## src/rtl/adc_seq_pkg.sv

```systemverilog
// Shared types and helpers for the ADC scan sequencer: FSM states, width
// derivations and the averaging sample-count decode.
package adc_seq_pkg;

    typedef enum logic [2:0] {
        IDLE,
        SETTLE,
        SOC,
        WAIT_EOC,
        ACCUM,
        NEXT,
        WAIT_PER
    } state_e;

    // Guard bits so eight full-scale samples sum without overflow.
    localparam int ACC_GUARD = 3;

    function automatic int ch_w(input int nch);
        return (nch > 2) ? $clog2(nch) : 1;
    endfunction

    function automatic int acc_w(input int dw);
        return dw + ACC_GUARD;
    endfunction

    function automatic logic [3:0] avg_count(input logic [1:0] avg_log2);
        return 4'd1 << avg_log2;
    endfunction

endpackage

```

## src/rtl/adc_seq_chsel.sv

```systemverilog
// Priority finder: lowest enabled channel strictly above cur_i, or the lowest
// enabled channel overall when first_i is set; none_o flags an empty result.
module adc_seq_chsel #(
    parameter int NCH = 8,
    parameter int CW  = 3
) (
    input  logic [NCH-1:0] mask_i,
    input  logic [CW-1:0]  cur_i,
    input  logic           first_i,
    output logic [CW-1:0]  nxt_o,
    output logic           none_o
);

    always_comb begin
        nxt_o  = '0;
        none_o = 1'b1;
        // Scan downward so the lowest qualifying channel is the last assignment.
        for (int i = NCH - 1; i >= 0; i--) begin
            if (mask_i[i] && (first_i || (i > int'(cur_i)))) begin
                nxt_o  = CW'(i);
                none_o = 1'b0;
            end
        end
    end

endmodule

```

## src/rtl/adc_seq_ctrl.sv

```systemverilog
// Multi-channel scan sequencer in front of the SAR controller: steps the mux,
// settles, converts, optionally averages, and fills one result per channel.
module adc_seq_ctrl
    import adc_seq_pkg::*;
#(
    parameter int NCH    = 8,
    parameter int DW     = 8,
    parameter int CW     = ch_w(NCH),
    parameter int TW     = 16,
    parameter int TO_CYC = DW + 6
) (
    input  logic           clk,
    input  logic           rstn,
    input  logic           en,
    input  logic           start,
    input  logic [NCH-1:0] ch_mask,
    input  logic [TW-1:0]  period,
    input  logic [3:0]     settle,
    input  logic [1:0]     avg_log2,
    input  logic           clr,
    output logic           adc_soc,
    input  logic           adc_eoc,
    input  logic [DW-1:0]  adc_data,
    output logic [CW-1:0]  mux_sel,
    output logic           busy,
    output logic           scan_done,
    output logic           err_timeout,
    input  logic [CW-1:0]  res_rd_ch,
    output logic [DW-1:0]  res_rd_data,
    output logic [NCH-1:0] res_valid
);

    localparam int ACC_W = acc_w(DW);
    localparam int TOW   = $clog2(TO_CYC + 1);
    localparam logic [TOW-1:0] TO_LAST = TOW'(TO_CYC - 1);

    state_e           state_q;
    logic [NCH-1:0]   mask_q;
    logic [1:0]       avg_q;
    logic [CW-1:0]    mux_sel_q;
    logic             adc_soc_q;
    logic             busy_q;
    logic             scan_done_q;
    logic             err_q;
    logic [3:0]       set_q;
    logic [TOW-1:0]   to_q;
    logic [3:0]       smp_q;
    logic [ACC_W-1:0] acc_q;
    logic             skip_q;
    logic [TW-1:0]    timer_q;
    logic [TW-1:0]    timer_d;
    logic [DW-1:0]    res_q [NCH];
    logic [NCH-1:0]   res_valid_q;

    logic             launch;
    logic             launch_go;
    logic             sel_first;
    logic [NCH-1:0]   sel_mask;
    logic [CW-1:0]    nxt_ch;
    logic             nxt_none;
    logic             wr_en;
    logic [DW-1:0]    res_val;
    logic [ACC_W-1:0] acc_sum;
    logic             settle_done;

    assign launch      = (start | (en & (timer_q == '0))) & (|ch_mask);
    assign launch_go   = launch & ((state_q == IDLE) | (state_q == WAIT_PER));
    assign sel_first   = (state_q == IDLE) | (state_q == WAIT_PER);
    assign sel_mask    = sel_first ? ch_mask : mask_q;
    assign wr_en       = (state_q == NEXT) & ~skip_q;
    assign res_val     = DW'(acc_q >> avg_q);
    assign acc_sum     = acc_q + ACC_W'(adc_data);
    assign settle_done = ({1'b0, set_q} + 5'd1) >= {1'b0, settle};

    adc_seq_chsel #(
        .NCH (NCH),
        .CW  (CW)
    ) u_chsel (
        .mask_i  (sel_mask),
        .cur_i   (mux_sel_q),
        .first_i (sel_first),
        .nxt_o   (nxt_ch),
        .none_o  (nxt_none)
    );

    // Loading period-1 counts the launch cycle itself, so launches land exactly
    // `period` cycles apart; zero keeps the timer expired for back-to-back scans.
    always_comb begin
        timer_d = timer_q;
        if (launch_go) begin
            timer_d = (period == '0) ? '0 : period - TW'(1);
        end else if (timer_q != '0) begin
            timer_d = timer_q - TW'(1);
        end
    end

    always_ff @(posedge clk or negedge rstn) begin
        if (!rstn) begin
            timer_q <= '0;
        end else begin
            timer_q <= timer_d;
        end
    end

    always_ff @(posedge clk or negedge rstn) begin
        if (!rstn) begin
            state_q     <= IDLE;
            mask_q      <= '0;
            avg_q       <= '0;
            mux_sel_q   <= '0;
            adc_soc_q   <= 1'b0;
            busy_q      <= 1'b0;
            scan_done_q <= 1'b0;
            err_q       <= 1'b0;
            set_q       <= '0;
            to_q        <= '0;
            smp_q       <= '0;
            acc_q       <= '0;
            skip_q      <= 1'b0;
        end else begin
            adc_soc_q   <= 1'b0;
            scan_done_q <= 1'b0;
            if (clr) begin
                err_q <= 1'b0;
            end
            case (state_q)
                IDLE, WAIT_PER: begin
                    if (launch) begin
                        mask_q    <= ch_mask;
                        avg_q     <= avg_log2;
                        mux_sel_q <= nxt_ch;
                        busy_q    <= 1'b1;
                        set_q     <= '0;
                        acc_q     <= '0;
                        smp_q     <= '0;
                        skip_q    <= 1'b0;
                        state_q   <= SETTLE;
                    end else if ((state_q == WAIT_PER) && !en) begin
                        state_q <= IDLE;
                    end
                end
                SETTLE: begin
                    if (settle_done) begin
                        adc_soc_q <= 1'b1;
                        state_q   <= SOC;
                    end else begin
                        set_q <= set_q + 4'd1;
                    end
                end
                SOC: begin
                    to_q    <= '0;
                    state_q <= WAIT_EOC;
                end
                WAIT_EOC: begin
                    if (adc_eoc) begin
                        acc_q   <= acc_sum;
                        smp_q   <= smp_q + 4'd1;
                        state_q <= ACCUM;
                    end else if (to_q == TO_LAST) begin
                        // A timed-out channel drops every sample gathered so far.
                        err_q   <= 1'b1;
                        skip_q  <= 1'b1;
                        state_q <= NEXT;
                    end else begin
                        to_q <= to_q + TOW'(1);
                    end
                end
                ACCUM: begin
                    if (smp_q < avg_count(avg_q)) begin
                        adc_soc_q <= 1'b1;
                        state_q   <= SOC;
                    end else begin
                        state_q <= NEXT;
                    end
                end
                NEXT: begin
                    acc_q  <= '0;
                    smp_q  <= '0;
                    skip_q <= 1'b0;
                    if (!nxt_none) begin
                        mux_sel_q <= nxt_ch;
                        set_q     <= '0;
                        state_q   <= SETTLE;
                    end else begin
                        scan_done_q <= 1'b1;
                        busy_q      <= 1'b0;
                        state_q     <= en ? WAIT_PER : IDLE;
                    end
                end
                default: state_q <= IDLE;
            endcase
        end
    end

    // A result write on the same cycle as clr keeps its own valid bit.
    always_ff @(posedge clk or negedge rstn) begin
        if (!rstn) begin
            for (int i = 0; i < NCH; i++) begin
                res_q[i] <= '0;
            end
            res_valid_q <= '0;
        end else begin
            if (clr) begin
                res_valid_q <= '0;
            end
            if (wr_en) begin
                res_q[mux_sel_q]       <= res_val;
                res_valid_q[mux_sel_q] <= 1'b1;
            end
        end
    end

    assign adc_soc     = adc_soc_q;
    assign mux_sel     = mux_sel_q;
    assign busy        = busy_q;
    assign scan_done   = scan_done_q;
    assign err_timeout = err_q;
    assign res_valid   = res_valid_q;
    assign res_rd_data = res_q[res_rd_ch];

endmodule
```

## config.mk

```make
export PLATFORM = sky130hd
export DESIGN_NAME = adc_seq_ctrl
export DESIGN_NICKNAME = d
export VERILOG_FILES = /design/src/rtl/adc_seq_pkg.sv /design/src/rtl/adc_seq_chsel.sv /design/src/rtl/adc_seq_ctrl.sv
export SDC_FILE = /design/constraint.sdc
export NUM_CORES = 1
export LEC_CHECK = 0
export BUFFER_PORTS_ARGS = -buffer_cell sky130_fd_sc_hd__buf_4
export CORE_MARGIN = 3
export CORE_UTILIZATION = 64
export CTS_CLUSTER_SIZE = 8
export DETAILED_ROUTE_END_ITERATION = 8
export PLACE_DENSITY = 0.88
export SLEW_MARGIN = 5
export SYNTH_ARGS = -nofsm -noshare
export SYNTH_HDL_FRONTEND = slang
export SYNTH_SLANG_ARGS = --single-unit
```

## constraint.sdc

```tcl
create_clock -name clk -period 7 [get_ports clk]
set_input_delay 0.35 -clock clk [delete_from_list [all_inputs] [get_ports clk]]
set_output_delay 0.35 -clock clk [all_outputs]
set_load 0.05 [all_outputs]
```

After elaboration in Yosys (flattened, before gate mapping)
Cells that the tools add are included.
{"block": "classes", "n_lt_le_gt_ge": 14, "n_shift": 2, "reduce_logical": 38, "n_eq_ne": 18, "n_bitwise": 10, "n_addsub": 7, "n_mux": 70}
{"operator": "bitwise mux 64 bit", "count": 1}
{"operator": "2-to-1 mux 3 bit", "count": 18}
{"operator": "2-to-1 mux 16 bit", "count": 3}
{"operator": "2-to-1 mux 8 bit", "count": 6}
{"operator": "one-hot mux 11 bit (3 select lines)", "count": 1}
{"operator": "zero test 16 bit", "count": 2}
{"operator": "subtractor 16 x 1 -> 16 bit, second input constant", "count": 2}
{"operator": "binary-select mux 8 bit (select 3 bit)", "count": 1}
{"operator": "demux 8 bit (select 3 bit)", "count": 1}
{"operator": "2-to-1 mux 4 bit", "count": 6}
{"operator": "one-hot mux 4 bit (3 select lines)", "count": 2}
{"operator": "2-to-1 mux 1 bit", "count": 22}
{"operator": "2-to-1 mux 11 bit", "count": 2}
{"operator": "!= test 2 bit, second input constant", "count": 9}
{"operator": "one-hot mux 3 bit (6 select lines)", "count": 1}
{"operator": "nonzero test 16 bit", "count": 1}
{"operator": "AND reduction 3 bit", "count": 5}
{"operator": "adder 4 x 1 -> 4 bit, second input constant", "count": 3}
{"operator": "> comparator 3 bit, first input constant", "count": 4}
{"operator": "adder 11 x 8 -> 11 bit", "count": 1}
{"operator": "logical AND 1 bit", "count": 11}
{"operator": "right shift 11 x 2 -> 8 bit", "count": 1}
{"operator": "== test 3 bit, second input constant", "count": 3}
{"operator": ">= comparator 4 bit, second input constant", "count": 2}
{"operator": "other kinds (32)", "count": 51}
{"block": "word_totals", "input_bits": 47, "regBits": 132}

Longest topological paths before layout
{"block": "logic_depth", "word_depth": 14, "depth_mapped": 11, "ltp_nobuf": 9}

Modules after synthesis
A second synthesis with hierarchy kept.
{"block": "hier_totals", "hier_cells": 690, "hier_area_um2": 7648.6}
{"mod": "adc_seq_ctrl", "seq_area_each_um2": 3303.2, "area_per_inst_um2": 7378.3, "cells_each": 651, "instances": 1}
{"mod": "adc_seq_chsel", "seq_area_each_um2": 0.0, "area_per_inst_um2": 270.3, "cells_each": 39, "instances": 1}

Least setup slack after synthesis
OpenSTA, ideal clock, no wires.
{"block": "synth_timing", "path_type": "register -> register", "start": "register timer_q[0]", "end": "register acc_q[9]", "setup_slack_ps": 4326, "arrival_ps": 2608, "period_less_slack_ps": 2674, "n_path_buf": 1, "setup_time_ps": 66, "path_stages_with_launch": 11, "path_cell_list": "dfrtp_1 inv_1 ha_1 nor3b_1 and4_1 a31oi_2 o41a_1 or2_1 buf_2 or4_1 nand2_1"}
{"block": "synth_between", "elab_chain_len": 6}
{"element": "start, declared", "line": "adc_seq_ctrl.sv:50", "rtl": "logic [TW-1:0] timer_q;"}
{"element": "start signal, assigned", "line": "adc_seq_ctrl.sv:101", "rtl": "timer_q <= timer_d;"}
{"element": "zero test 16 bit", "line": "adc_seq_ctrl.sv:66", "rtl": "assign launch = (start | (en & (timer_q == '0))) & (|ch_mask);"}
{"element": "bitwise AND 1 bit", "line": "adc_seq_ctrl.sv:66"}
{"element": "OR 1 bit", "line": "adc_seq_ctrl.sv:66"}
{"element": "bitwise AND 1 bit", "line": "adc_seq_ctrl.sv:66"}
{"element": "!= test 2 bit (no source line)"}
{"element": "AND reduction 3 bit (no source line)"}
{"element": "end signal, assigned", "line": "adc_seq_ctrl.sv:156", "rtl": "acc_q <= acc_sum;"}
{"element": "end, declared", "line": "adc_seq_ctrl.sv:48", "rtl": "logic [ACC_W-1:0] acc_q;"}
No other way between the ends.
A chain may end at the register's enable or synchronous reset.

Worst setup path after layout
{"block": "layout_timing", "start": "register timer_q[0]", "end": "register timer_q[1]"}
{"block": "layout_between", "elab_chain_len": 6, "word_cells_on_any_way": 10}
{"element": "parallel branches: the longest is 6 deep, another holds subtractor 16 x 1 -> 16 bit"}
Parallel ways; which one is timed is not known. The select of a mux whose other input is x is not followed.

==> summary.txt <==
Outcome
  • Status: complete, but fails checks
  • Failing checks: hold timing

Logic synthesis
  • Area share of the largest cell type after synthesis: 45.44%
  • Number of synthesized flops with an enable pin: 0
  • Syn Inst Count: 658
  • FF+latch count, synth: 131
  • Syn avg cell area: 10.96 um^2
  • Async SR Flop Fraction: 100.0%
  • Synth area leader: dfrtp_1
  • Sequential area share after synthesis: 45.44%
  • YS warnings: 0
  • Synth area leaders: dfrtp_1 45%, mux2_2 11%, mux4_2 7.5%
  • Cell area after technology mapping: 0.007214 mm^2
  • Mapped Nets: 727
  • Netlist cell types: 55
  • Post-synth top flop: dfrtp_1

Detailed routing
  • Via count: 5,723
  • Final WL: 18.02 mm
  • Final ANT Viol Nets: 0
  • Initial DRC count: 680
  • Drt wl/cell: 20.50 um
  • Vias per inst: 6.511
  • Final routed DRC violation total: 0
  • Drt first pass iters: 7

Timing
  • RSZ-0062 raised after global routing: false
  • Tmin final: 3.206 ns
  • Final hold vios: 3
  • Final setup fails: 0
  • Slew Viols, Final: 0
  • TNS Setup: 0 ns
  • Worst slew pin tran: 1.040 ns
  • Final worst path period share: 45.80%
  • Hold_ws: -0.006454 ns
  • Slew margin rel.: 29.71%
  • Clock Skews: 0.006027 ns
  • F_max: 311.9 MHz

CTS
  • Post-CTS setup repair buffer count: 0
  • Gates resized, CTS repair: 0
  • Clk slew on worst S/H paths: 0.06 ns
  • Clk Latency, worst-skew pair: 0.42 ns
  • Clock root cell: clkbuf_16
  • TritonCTS Buffers: 17
  • CTS Buffer Depth: 2
  • TritonCTS clock tree: built
  • H-Tree Depth: 4
  • Hold_buf cts: 0
  • Clock sinks: 131

Place
  • Final HPWL DP: 12.09 mm
  • Routability cong.: 0.9029
  • # placed instances: 847
  • Port bufs: 69

Floorplan
  • Core area: 0.01094 mm^2
  • Die Ht: 112.2 um
  • Die area: 0.01258 mm^2
  • Initial Util: 65.97%
  • Rows: 38
  • I/O pin count: 70
  • Die width: 112.2 um

Global routing
  • Gr ovfl total: 0
  • First-pass GRT wire length: 29.49 mm
  • Antenna violations before repair: 0
  • Largest net degree at the start of global routing: 76
  • Tot GR Track Use: 29.85%
  • Vias in the first global route: 5,944

Cells and area
  • Share of post-route cells with drive strength above 1: 28.15%
  • # nets final: 795
  • Cell Count, Final, Fillers Out: 879
  • Area growth syn-to-layout: 17.98%
  • # diodes: 0

Pwr
  • PD cells: 409.3 mW/mm^2
  • Pleak: 4.087 nW
  • Worst vdd ir: 0.2569 mV

Critical path
  • WP data required: 7.34 ns
  • Crit path max fanout: 21
  • Worst setup SP type: register
  • Critical Setup Path Class: register to register
  • Worst reg2reg setup slack: 3.79 ns
  • WP data arrival: 3.54 ns
  • Crit. End Element: register

Worst hold path
  • Worst Hold Class: primary input to asynchronous set/reset pin

Run
  • Max_cap viols: 0
-- placed cells by master, fill, tap and decap left out, drive strengths merged, types with 3 or more instances in the layout --
cell       n
o21ai     27
nor4       6
dfrtp    131
mux2i      7
xnor2     18
buf       71
a2bb2oi    7
mux2      72
a31oi      4
nand3b     3
nor3      19
nor3b      4
nand2     71
clkbuf    20
or3       11
bufinv     5
a21oi     33
inv       27
o22ai     10
nor2b      4
a22o       5
nor2      45
nand4      4
nand2b     5
mux4      24
o31ai      7
xor2      14
or4        3
ha        21
clkinv     4
nand3     18
a21o      10
-- cell type report --
cell class                      instances  area, um^2
Multi-Input combinational cell        479        3760
Clock buffer                           20       466.7
Fill cell                             660        2424
Clock inverter                         12       201.4
Timing Repair Buffer                   71       533.0
Tap cell                              140       175.2
Inverter                               26       97.59
Sequential cell                       131        3278
-- Yosys cell counts, types with 2 or more instances --
cell       number
nand2b_1        5
nor3_2          3
a32o_1          2
mux4_2         24
a2bb2oi_1       7
or4_1           3
a31oi_1         3
o211ai_1        2
nand2_1        71
o21bai_1        2
o31ai_1         7
nor4b_1         2
nor4_1          4
dfrtp_1       131
xor2_1         14
nand3_1        18
nand4_1         4
o31a_1          2
or3_1          11
a21oi_1        33
clkbuf_1       17
nor2_1         45
a21o_1         10
xnor2_1        18
a22o_1          5
inv_1          26
ha_1           21
buf_1           4
nor3_1         16
nand3b_1        3
mux2i_1         7
nor3b_1         4
mux2_2         72
o22ai_1        10
o41a_1          2
nor2b_1         4
a22oi_1         2
o21ai_0        27
-- path summary, 6_finish.rpt --
check,start,endpoint,depth (start not counted)
setup / recovery,timer_q[0],timer_q[1],9
hold reg to reg,res_valid[4],res_valid[4],1
setup reg to reg,timer_q[0],timer_q[1],9
max in group asynchronous,rstn,res_q[47],2
hold / removal,rstn,res_q[61],1
min in group clk,avg_log2[1],avg_q[1],3
-- critical path, stage by stage (launching register included) --
cell	delay (ns)
dfrtp_1	0.37
inv_1	0.13
ha_1	0.22
nor3b_1	0.36
and4_1	0.32
a31oi_2	0.18
or3_1	0.71
a21o_1	0.44
nor2_1	0.17
a2bb2oi_1	0.21
-- metrics by stage --
stage / total power [mW] / util [%] / worst slack (ns) / cell area, um^2
after floorplan: 2.102 / - / 4.326 / 7214
after global placement: 2.350 / 71.73 / 4.028 / 7844
after detailed placement: 2.438 / 71.73 / 3.886 / 7844
after CTS: 3.465 / 77.84 / 3.823 / 8512
after global routing: 3.653 / 77.84 / 3.580 / 8512
final: 3.484 / 77.84 / 3.794 / 8512
-- kinds of logic after synthesis --
| group | Yosys count | share of synthesized area, % |
|---|---|---|
| adder cells (fa/ha/maj) | 22 | 3.920 |
| flip-flops | 131 | 45.44 |
| buffers and inverters | 48 | 2.515 |
| multiplexers | 103 | 19.70 |
| AO/OA/AOI/OAI | 123 | 11.13 |
| AND/OR/NAND/NOR | 199 | 13.41 |
| XOR/XNOR | 32 | 3.885 |
-- layer usage --
layer  global-route usage [%]  part of all wire [%]  vias up  wire length [um]
li1                         -                     -     2551                 -
met4                    12.02                   2.4        0               439
met2                    50.62                    51      303              9252
met5                        0                     0        -                 0
met1                    36.89                    39     2824              7001
met3                    7.385                   7.3       45              1324
-- state kept, by name, indices dropped and copies added, names as in the netlist --
signal	cells
timer_q	16
scan_done	1
adc_soc	1
mask_q	7
skip_q	1
state_q	3
avg_q	2
to_q	4
res_q	64
err_timeout	1
smp_q	4
acc_q	11
res_valid	8
mux_sel	3
set_q	4
busy	1
-- report_power, final --
part           internal (mW)  leakage [nW]  switching (mW)
Combinational          0.527          2.01           0.694
Sequential             0.985          1.75           0.276
Clock                  0.661         0.323           0.341
Total                   2.17          4.09            1.31
Power figures use the tool's default switching activity.
